## src/rtl/round_robin_arbiter.sv

```systemverilog
// N-channel arbiter, fixed or round-robin priority, registered one-hot grant
// with optional forced release after MAX_HOLD cycles of continuous ownership.
module round_robin_arbiter #(
    parameter int unsigned N        = 4,
    parameter int unsigned IW       = 2,
    parameter int unsigned MODE     = 1,
    parameter int unsigned MAX_HOLD = 0,
    parameter int unsigned CW       = 8
) (
    input  logic          i_clock,
    input  logic          i_reset,
    input  logic [N-1:0]  i_req,
    output logic [N-1:0]  o_grant,
    output logic [IW-1:0] o_grant_idx,
    output logic          o_valid
);

    typedef enum logic {
        ST_IDLE = 1'b0,
        ST_BUSY = 1'b1
    } state_t;

    localparam logic [CW-1:0] HOLD_LIMIT = CW'(MAX_HOLD);
    localparam logic [CW-1:0] HOLD_MAX   = {CW{1'b1}};
    localparam logic [IW-1:0] LAST_IDX   = IW'(N - 1);

    state_t        r_state, w_state_nxt;
    logic [N-1:0]  r_grant, w_grant_nxt;
    logic [IW-1:0] r_grant_idx, w_grant_idx_nxt;
    logic          r_valid, w_valid_nxt;
    logic [IW-1:0] r_ptr, w_ptr_nxt;
    logic [CW-1:0] r_hold_cnt, w_hold_cnt_nxt;

    logic [N-1:0]  w_others;
    logic [IW-1:0] w_search_start;
    logic [IW-1:0] w_req_win;
    logic [IW-1:0] w_oth_win;
    logic          w_load;
    logic [IW-1:0] w_load_idx;

    // First asserted candidate in search order start, start+1, ... wrapping at N-1.
    function automatic logic [IW-1:0] pick_winner(input logic [N-1:0]  cand,
                                                  input logic [IW-1:0] start);
        logic [IW-1:0] win;
        int unsigned   j;
        win = '0;
        for (int k = int'(N) - 1; k >= 0; k--) begin
            j = 32'(start) + 32'(k);
            if (j >= N) j = j - N;
            if (cand[IW'(j)]) win = IW'(j);
        end
        return win;
    endfunction

    always_comb begin
        w_others       = i_req & ~r_grant;
        w_search_start = (MODE == 1) ? r_ptr : '0;
        w_req_win      = pick_winner(i_req, w_search_start);
        w_oth_win      = pick_winner(w_others, w_search_start);
    end

    // Next-state and next-output logic.
    always_comb begin
        w_state_nxt     = r_state;
        w_grant_nxt     = r_grant;
        w_grant_idx_nxt = r_grant_idx;
        w_valid_nxt     = r_valid;
        w_ptr_nxt       = r_ptr;
        w_hold_cnt_nxt  = r_hold_cnt;
        w_load          = 1'b0;
        w_load_idx      = w_req_win;

        case (r_state)
            ST_IDLE: begin
                if (|i_req) begin
                    w_load     = 1'b1;
                    w_load_idx = w_req_win;
                end
            end
            ST_BUSY: begin
                if (!(|i_req)) begin
                    w_state_nxt     = ST_IDLE;
                    w_grant_nxt     = '0;
                    w_grant_idx_nxt = '0;
                    w_valid_nxt     = 1'b0;
                end else if (i_req[r_grant_idx]) begin
                    if ((MAX_HOLD != 0) && (r_hold_cnt == HOLD_LIMIT)) begin
                        // At the limit: hand over only if someone else is waiting.
                        if (|w_others) begin
                            w_load     = 1'b1;
                            w_load_idx = w_oth_win;
                        end
                    end else if (r_hold_cnt != HOLD_MAX) begin
                        w_hold_cnt_nxt = r_hold_cnt + CW'(1);
                    end
                end else begin
                    w_load     = 1'b1;
                    w_load_idx = w_req_win;
                end
            end
            default: begin
                w_state_nxt = ST_IDLE;
            end
        endcase

        if (w_load) begin
            w_state_nxt     = ST_BUSY;
            w_grant_nxt     = N'(1) << w_load_idx;
            w_grant_idx_nxt = w_load_idx;
            w_valid_nxt     = 1'b1;
            w_hold_cnt_nxt  = CW'(1);
            if (MODE == 1) begin
                w_ptr_nxt = (w_load_idx == LAST_IDX) ? '0 : w_load_idx + IW'(1);
            end else begin
                w_ptr_nxt = '0;
            end
        end
    end

    always_ff @(posedge i_clock) begin
        if (!i_reset) begin
            r_state     <= ST_IDLE;
            r_grant     <= '0;
            r_grant_idx <= '0;
            r_valid     <= 1'b0;
            r_ptr       <= '0;
            r_hold_cnt  <= '0;
        end else begin
            r_state     <= w_state_nxt;
            r_grant     <= w_grant_nxt;
            r_grant_idx <= w_grant_idx_nxt;
            r_valid     <= w_valid_nxt;
            r_ptr       <= w_ptr_nxt;
            r_hold_cnt  <= w_hold_cnt_nxt;
        end
    end

    assign o_grant     = r_grant;
    assign o_grant_idx = r_grant_idx;
    assign o_valid     = r_valid;

endmodule

```

## config.mk

```make
export PLATFORM = sky130hd
export DESIGN_NAME = round_robin_arbiter
export DESIGN_NICKNAME = d
export VERILOG_FILES = /design/src/rtl/round_robin_arbiter.sv
export SDC_FILE = /design/constraint.sdc
export NUM_CORES = 1
export LEC_CHECK = 0
export BUFFER_PORTS_ARGS = -buffer_cell sky130_fd_sc_hd__buf_2
export CAP_MARGIN = 20
export CORE_AREA = 3 3 40 42
export CTS_CLUSTER_SIZE = 24
export DETAILED_ROUTE_END_ITERATION = 6
export DIE_AREA = 0 0 43 45
export PLACE_DENSITY = 0.72
export SYNTH_ARGS = -nofsm -noshare
export SYNTH_HDL_FRONTEND = slang
export SYNTH_SLANG_ARGS = --single-unit
```

## constraint.sdc

```tcl
create_clock -name i_clock -period 1.92 [get_ports i_clock]
set_input_delay 0.288 -clock i_clock [delete_from_list [all_inputs] [get_ports i_clock]]
set_output_delay 0.288 -clock i_clock [all_outputs]
set_load 0.005 [all_outputs]
```

# ---- Word-level counts from Yosys, hierarchy flattened
# Index checks and enable logic that the tools add are counted.
dict set report totals {
  output_inout_bits 7
  regBits 10
  elab_cells 63
  input_bits 6
}
dict set report classes {
  order_cmp 9
  shift 1
  muxes 34
  n_bitwise 1
  n_eq_ne 2
  n_addsub 8
  n_reduce_logical 3
}
# operator count
set ops {}
lappend ops {{2-bit two-way mux} 12}
lappend ops {{2-bit by 3-bit < comparator with 1-bit output (second input constant)} 5}
lappend ops {{1-bit two-way mux} 13}
lappend ops {{4-bit two-way mux} 3}
lappend ops {{1-bit binary-select mux with 2-bit select} 5}
lappend ops {{3-bit >= comparator (second input constant)} 3}
lappend ops {{2-bit by 1-bit subtractor with 2-bit output (second input constant)} 4}
lappend ops {{2-bit by 2-bit adder with 3-bit output (second input constant)} 2}
lappend ops {{4-bit OR reduction} 1}
lappend ops {{1-bit by 2-bit left shift with 4-bit output (first input constant)} 1}
lappend ops {{2-bit by 1-bit adder with 3-bit output (second input constant)} 1}
lappend ops {{2-bit by 3-bit >= comparator with 1-bit output (second input constant)} 1}
lappend ops {{2-bit by 1-bit adder with 2-bit output (second input constant)} 1}
lappend ops {{2-bit equality test (second input constant)} 1}
lappend ops {{2-bit inequality test (second input constant)} 1}
lappend ops {{1-bit one-hot mux with 2 select lines} 1}
lappend ops {{2-bit AND reduction} 1}
lappend ops {{2-bit nonzero test} 1}
lappend ops {{1-bit inverter} 1}

# ---- Longest topological paths before layout
# Gate-level depths: netlist of run 1.
dict set report logic_depth {
  ltp_word 11
  depth_mapped 7
  ltp_nobuf 7
}

# ---- Least setup slack after synthesis of run 1
# OpenSTA, ideal clock, no wires.
dict set report synth_path {
  kind {reg2reg}
  start {register r_ptr[0]}
  end {register r_ptr[1]}
  arrival_ns 1.369
  path_stages_with_launch 7
  slack_ns 0.429
  required_ns 1.798
  path_buffers 0
  synth_period_minus_slack_ns 1.491
  setup_time_ns 0.122
  cell_sequence {dfxtp_1 > o221a_2 > o22ai_1 > inv_1 > ha_1 > nand3_1 > o21ai_0}
}
dict set report synth_via {
  elab_chain_cells 11
  word_cells_on_any_way 30
  cone_classes {add/sub: 8; order compare: 4; eq/ne: 1; mux: 17}
}
# element line_no
set synth_lines {}
lappend synth_lines {{start, declared} 31} ;# logic [IW-1:0] r_ptr, w_ptr_nxt;
lappend synth_lines {{start signal, assigned} 133} ;# r_ptr <= w_ptr_nxt;
lappend synth_lines {{2-bit by 2-bit adder with 3-bit output} n/a}
lappend synth_lines {{3-bit >= comparator or 2-bit by 1-bit subtractor with 2-bit output (tied branches)} n/a}
lappend synth_lines {{2-bit two-way mux} 49} ;# if (j >= N) j = j - N;
lappend synth_lines {{1-bit binary-select mux with 2-bit select} 50} ;# if (cand[IW'(j)]) win = IW'(j);
lappend synth_lines {{1-bit two-way mux (implied by the code)} 50}
lappend synth_lines {{2-bit two-way mux (3 in a row)} 50}
lappend synth_lines {{2-bit two-way mux *} 50}
lappend synth_lines {{2-bit by 1-bit adder with 2-bit output or 2-bit equality test (tied branches)} 113} ;# w_ptr_nxt = (w_load_idx == LAST_IDX) ? '0 : w_load_idx + IW'(1);
lappend synth_lines {{2-bit two-way mux *} 113}
# Every way passes the cells marked *; elsewhere a longest branch is shown, timed or not. The select of a mux whose other input is x is not followed.
# A chain may end at the register's enable or synchronous reset.

# ---- Worst setup path after layout of run 1
dict set report layout_path {
  start {register r_ptr[1]}
  end {register r_ptr[1]}
}
# Same word-level chain as after synthesis.

==> impl_results.md, run 1 <==
- Outcome: finished clean
- Post-synth ARST share: 0
- Register area share after synthesis: 0.388
- WP data arrival: 1.69 ns
- Crit path capture type: register
- Worst-skew pair later-pin latency: 0.26 ns
- DIE WIDTH: 43 um
- Diode count: 0
- Largest net degree at the start of global routing: 8
- Final period util: 0.800
- Routability congestion estimate: 0.787
- Initial antenna violation count: 0
- Final hold vios: 0
- CTS resizes: 0
- Critical path required time: 2.07 ns
- Synth Net Count: 64
- Maxcap violations: 0
- Maximum root-to-sink buffer count: 2
- Pins Over Slew Limit: 0
- Post-Syn Area: 515 sq um
- FF+latch count, synth: 10
- Routed vias/inst: 5.16
- Total GRT Usage: 0.109
- Share of cells above drive strength 1: 0.352
- Wire length per cell: 11.3 um
- Vias in the first global route: 375
- CP Class: register to register
- 1st-pass router iterations: 4
- Port bufs: 12
- PD cells: 960 nW/um^2
- Drc violations: 0
- Crit Path Max Fanout: 5
- EDFF count, synth: 0
- Die Y: 45 um
- Dpl hpwl: 776 um
- Worst hold path type: input port to register
- Final worst path period need: 1.54 ns
- Leakage power figure: 0.000314 uW
- Clock slew at reported path FFs: 0.07 ns
- Critical path origin: r_ptr[1]$_SDFFE_PN0P_
- Hold Startpoint: i_reset
- Hold Buf Count CTS: 0
- TritonCTS clock tree: yes
- Root buffer cell: clkbuf_4
- R2r startpoint: r_ptr[1]$_SDFFE_PN0P_
- Core footprint: 1280 sq um
- Unrepaired setup endpoints after global routing: false
- Total grt overflow: 0
- Gate Count Post-Synth: 54
- # rows: 13
- Syn Area/Cell: 9.55 sq um
- Die ar.: 1940 sq um
- Nets@finish: 82
- Element type at the critical path start: register
- Main flop type after synthesis: dfxtp_1
- Via count: 444
- Total power: 613 uW
- Post-CTS Setup Inserts: 0
- Total CTS buffers: 3
- Fin cells: 86
- Final setup TNS: 0 ns
- Clock Skew: 0.00105 ns
- Unique cell type count in the Yosys netlist: 24
- Final setup violating endpoints: 0
- Layout overhead on the synthesized area: 23.8%
- Initial DRC Count: 7
- Initial Util: 0.401
- Yosys warns: 0
- H-tree depth: 1
- Placed Cells: 82
- Worst-Margin Slew: 0.323 ns
- Peak VDD IR: 0.505 mV
- Total clock sinks: 10
- Slew HR: 0.784
- IO Pins: 13
- Total Routed Length: 974 um
- Antenna viol nets, final: 0
- Fmax: 651 MHz
- First-pass GRT wire length: 1550 um
[worst paths after layout]
path	depth (start not counted)	slack, ns	end
max reg2reg	7	0.38	r_ptr[1]$_SDFFE_PN0P_
min	2	0.33	o_valid$_SDFFE_PN0P_
max	7	0.38	r_ptr[1]$_SDFFE_PN0P_
min reg2reg	1	0.47	o_grant[0]$_SDFFE_PN0P_
[cell families after synthesis]
kind of cell	count (synthesis)	synth area share
AO/OA/AOI/OAI	17	0.274
adder cells (fa/ha/maj)	4	0.0971
buffers and inverters	6	0.0437
multiplexers	2	0.0388
flip-flops	10	0.388
AND/OR/NAND/NOR	15	0.158
[power by group]
group | internal [uW] | total (uW) | switching, uW
sequential | 240 | 266 | 26.6
clock | 115 | 188 | 73.1
combinational | 80.0 | 158 | 78.2
[cell usage in the layout (no fill, tap or decap), types with 2 or more instances in the layout]
| cell type | count |
|---|---|
| a22o_1 | 4 |
| buf_2 | 12 |
| clkbuf_4 | 3 |
| dfxtp_1 | 10 |
| ha_1 | 4 |
| inv_1 | 6 |
| mux2i_1 | 2 |
| nand2_1 | 4 |
| nor2_1 | 3 |
| o221a_2 | 2 |
| o22ai_1 | 3 |
| o2bb2ai_1 | 2 |
[cells in the mapped netlist (2+ instances only)]
cell type	instances	area share
o221a_2	2	0.044
mux2i_1	2	0.039
o2bb2ai_1	2	0.034
nand2_1	4	0.029
o22ai_1	3	0.036
inv_1	6	0.044
nor2_1	3	0.022
dfxtp_1	10	0.39
ha_1	4	0.097
a22o_1	4	0.068
[per-stage QoR]
| step | utilization | hold WS (ns) | setup slack [ns] | area [sq um] |
|---|---|---|---|---|
| CTS | 0.497 | 0.323 | 0.392 | 638 |
| detailed placement | 0.468 | 0.462 | 0.315 | 602 |
| global route | 0.497 | 0.331 | 0.261 | 638 |
| finish | 0.497 | 0.328 | 0.385 | 638 |
| global placement | 0.468 | 0.459 | 0.367 | 602 |
| floorplan | - | 0.410 | 0.429 | 515 |
[worst max-delay path, stage by stage (launching register included)]
cell     delay [ns]
dfxtp_1        0.41
a21o_2         0.15
a21oi_1        0.06
o22ai_1        0.28
inv_1          0.11
ha_1           0.29
nand3_1        0.06
o21ai_0        0.07
[final cells by class]
class / instances / area (sq um)
multi-input combinational: 38 / 293
sequential: 10 / 200
clock buffer: 4 / 36.3
tap: 15 / 18.8
fill: 135 / 647
timing repair buffer: 13 / 67.6
inverter: 6 / 22.5
[sequential cells by signal, summed over array words and instances, names as in the netlist]
signal,flops
o_grant,4
o_grant_idx,2
o_valid,1
r_ptr,2
r_state,1
[layer usage]
metal | up-vias | share of wire | track usage
met3 | 2 | 0.073 | 0.0478
met4 | 0 | 0.0062 | 0.0542
met5 | - | 0 | 0
met2 | 12 | 0.39 | 0.165
met1 | 193 | 0.53 | 0.133
li1 | 237 | - | -
No activity file was read; power rests on OpenSTA's default activity.
==> run 2, diff against run 1 <==
ABC_AREA = 1   (was not set)
CORE_AREA = not set   (was 3 3 40 42)
CORE_MARGIN = 3   (was not set)
CORE_UTILIZATION = 46   (was not set)
DIE_AREA = not set   (was 0 0 43 45)
PLACE_DENSITY = 0.82   (was 0.72)
clock period = 1.3 ns   (was 1.92 ns; I/O delays follow)
==> run 2 against run 1 <==
Effect of this change:
- the flow now finishes with violations (negative setup slack)
- combinational power increased to 9.9 times the previous value
- cell area rose by 52%
- count of clock-buffer cells in the layout stayed put
- non-clock buffer count increased by 15
- first-iteration DRC count grew to 2.9 times the previous value
- core utilization is 30 points higher
- sequential power up 120%
- via count increased by 72%
- worst setup slack worse by 0.64 ns
- die area fell by 2.1%
==> impl_results.md, run 2 <==
- Post-synth ARST share: 0 (unchanged)
- Total Routed Length: 1950 um (was 974 um)
- CP top delay family: simple AND/OR/NAND/NOR gates (was compound AO/OA/AOI/OAI gates)
- Final setup violating endpoints: 8 (was 0)
- Largest net degree at the start of global routing: 9 (was 8)
- Placed inst area: 860 sq um (was 602 sq um)
- Fmax: 644 MHz (was 651 MHz)
- Via count: 762 (was 444)
- Main flop type after synthesis: dfxtp_1 (unchanged)
- Routed vias/inst: 5.40 (was 5.16)
- GR peak layer: met2 (unchanged)
- Total power: 2430 uW (was 613 uW)
- Worst stage delay on the critical path: 0.41 ns (about the same)
- Routability congestion estimate: 0.862 (was 0.787)
- Final setup TNS: -1.61 ns (was 0 ns)
- Gate Count Post-Synth: 96 (was 54)
- FF-to-FF path depth: 11 (was 7)
- Core footprint: 1220 sq um (was 1280 sq um)
- Count leader, synth: nand2_1 (was dfxtp_1)
- Total grt overflow: 0 (unchanged)
- Slew HR: 0.826 (was 0.784)
- Unique cell type count in the Yosys netlist: 22 (was 24)
- Drc violations: 0 (unchanged)
- Die ar.: 1900 sq um (was 1940 sq um)
- CP Class: register to register (unchanged)
- Element type at the critical path start: register (unchanged)
- Wire length per cell: 13.8 um (was 11.3 um)
- Final hold vios: 0 (unchanged)
- Crit path capture type: register (unchanged)
- Initial antenna violation count: 0 (unchanged)
- Post-Syn Area: 648 sq um (was 515 sq um)
- Leakage power figure: 0.000473 uW (was 0.000314 uW)
- WP data arrival: 1.72 ns (was 1.69 ns)
- Hold path depth: 3 (was 2)
- Worst-skew pair later-pin latency: 0.28 ns (was 0.26 ns)
- Critical path required time: 1.46 ns (was 2.07 ns)
- Worst path cell trace: inv_6, nand2_2, nand3_2, nand2_2, nand3_2, nand2_2, nand2_2, nand2_4, ha_4, o21ai_2, a21oi_1 (was a21o_2, a21oi_1, o22ai_1, inv_1, ha_1, nand3_1, o21ai_0)
- Synth Net Count: 106 (was 64)
- Antenna viol nets, final: 0 (unchanged)
- Root buffer cell: clkbuf_4 (unchanged)
- Largest area contributor in the synthesized netlist: dfxtp_1 (unchanged)
- TritonCTS clock tree: yes (unchanged)
- Yosys warns: 0 (unchanged)
- Syn Area/Cell: 6.75 sq um (was 9.55 sq um)
- Failing checks: negative setup slack
- 1st-pass router iterations: 4 (unchanged)
- Die Y: 43.5 um (was 45 um)
- WP depth: 11 (was 7)
- Global routing usage on met3: 0.0622 (was 0.0478)
- Peak VDD IR: 1.60 mV (was 0.505 mV)
- EDFF count, synth: 0 (unchanged)
- DIE WIDTH: 43.5 um (was 43 um)
- Grt met2 use: 0.404 (was 0.165)
- GR Util met1: 0.268 (was 0.133)
- Crit Path Max Fanout: 6 (was 5)
- H-tree depth: 1 (unchanged)
- Worst-Margin Slew: 0.258 ns (was 0.323 ns)
- FF+latch count, synth: 10 (unchanged)
- Outcome: finished, violations left (was finished clean)
- Commonest non-fill, non-tap cells in the layout: nand2_1, buf_4, nand2_2, buf_2, a21oi_1 (was buf_2, dfxtp_1, inv_1)
- Clock slew at reported path FFs: 0.08 ns (was 0.07 ns)
- Place WS: -0.261 ns (was 0.315 ns)
- Hold Buf Count CTS: 0 (unchanged)
- Port bufs: 12 (unchanged)
- Diode count: 0 (unchanged)
- Final worst path period need: 1.55 ns (was 1.54 ns)
- Fill count: 91 (was 135)
- Synth top cells by count: nand2_1, a21oi_1, dfxtp_1 (was dfxtp_1, inv_1, a22o_1, ha_1, nand2_1)
- WP buf/inv: 1 (unchanged)
- Most common cell after layout, fill and taps aside: nand2_1 (was buf_2)
- Final worst slack: -0.254 ns (was 0.385 ns)
- First-pass GRT wire length: 3280 um (was 1550 um)
- Dpl hpwl: 1320 um (was 776 um)
- Most common cell on crit path: nand2_2
- Area contributors post-synth: dfxtp_1, nand2_1, a21oi_1 (was dfxtp_1, ha_1, a22o_1)
- Max reg flops: 4 (unchanged)
- Top cell type's share of synthesized area: 0.309 (was 0.388)
- IO Pins: 13 (unchanged)
- Final period util: 1.20 (was 0.800)
- Critical path's slowest cell: dfxtp_4 (was dfxtp_1)
- Vias in the first global route: 751 (was 375)
- Nets@finish: 138 (was 82)
- Layout overhead on the synthesized area: 49.2% (was 23.8%)
- Initial DRC Count: 20 (was 7)
- Initial Util: 0.533 (was 0.401)
- Total GRT Usage: 0.232 (was 0.109)
- Unrepaired setup endpoints after global routing: true (was false)
- Register area share after synthesis: 0.309 (was 0.388)
- Share of cells above drive strength 1: 0.543 (was 0.352)
- Maximum root-to-sink buffer count: 2 (unchanged)
- Hold WS: 0.179 ns (was 0.328 ns)
- Total clock sinks: 10 (unchanged)
- Pins Over Slew Limit: 0 (unchanged)
- Worst hold path type: input port to register (unchanged)
- PD cells: 2510 nW/um^2 (was 960 nW/um^2)
- Clock Skew: 0.0114 ns (was 0.00105 ns)
- Fin area: 967 sq um (was 638 sq um)
- Total CTS buffers: 3 (unchanged)
- # rows: 12 (was 13)
- Maxcap violations: 0 (unchanged)
[run 2: cell types whose count changed after synthesis, sizes merged, moves of 2 or more]
cell / before / now
nand2: 4 / 38
a21oi: 1 / 11
nand3: 1 / 7
inv: 6 / 11
a22o: 4 / 0
o21ai: 1 / 4
o221a: 3 / 0
o22ai: 3 / 0
mux2i: 2 / 0
nand4: 0 / 2
o2bb2ai: 2 / 0
[run 2: logic make-up (layout without fill, tap and decap cells)]
group / after synthesis / count (layout) / share of synthesized area
AOI/OAI and AO/OA: 17 / 17 / 0.145
adders and majority gates: 4 / 4 / 0.0772
buffers and inverters: 13 / 44 / 0.0927
DFF: 10 / 10 / 0.309
and+or+nand+nor: 52 / 52 / 0.376
[run 2: what timing repair did]
item | CTS | global route
hold endpoints to repair | 0 | 0
endpoints found under the setup margin | 8 | 9
pin swaps | 5 | 2
resized for setup | 12 | 6
buffers inserted | 3 | 0
[run 2: path summary, 6_finish.rpt]
check	from	to	slack [ns]
hold reg to reg	o_valid$_SDFFE_PN0P_	o_valid$_SDFFE_PN0P_	0.46
hold / removal	i_reset	r_ptr[1]$_SDFFE_PN0P_	0.18
setup reg to reg	r_ptr[0]$_SDFFE_PN0P_	r_ptr[1]$_SDFFE_PN0P_	-0.25
setup / recovery	r_ptr[0]$_SDFFE_PN0P_	r_ptr[1]$_SDFFE_PN0P_	-0.25
[run 2: cell type report]
class	count	area, sq um	area share
Multi-Input combinational cell	73	468	0.484
Sequential cell	10	208	0.215
Timing Repair Buffer	28	184	0.190
Inverter	12	53.8	0.0556
Clock buffer	4	36.3	0.0375
Tap cell	14	17.5	0.0181
[run 2: through the flow]
stage,utilization,cells
after floorplan,-,96
after global placement,0.707,134
after detailed placement,0.707,134
after CTS,0.781,141
after global routing,0.795,141
final,0.795,141
[run 2: power breakdown]
group          internal [uW]  leakage, uW  switching [uW]
sequential               438    0.0000839             136
combinational            710     0.000368             855
clock                    170    0.0000210             122
total                   1320     0.000473            1110
[run 2: per-layer routing]
metal,part of all wire,vias to the layer above
met4,0.052,0
met2,0.49,35
met1,0.39,345
li1,-,369
met5,0,-
met3,0.070,13
[run 2: worst min-delay path, stage by stage]
cell,delay [ns]
buf_2,0.12
o21ai_2,0.06
a21oi_1,0.04
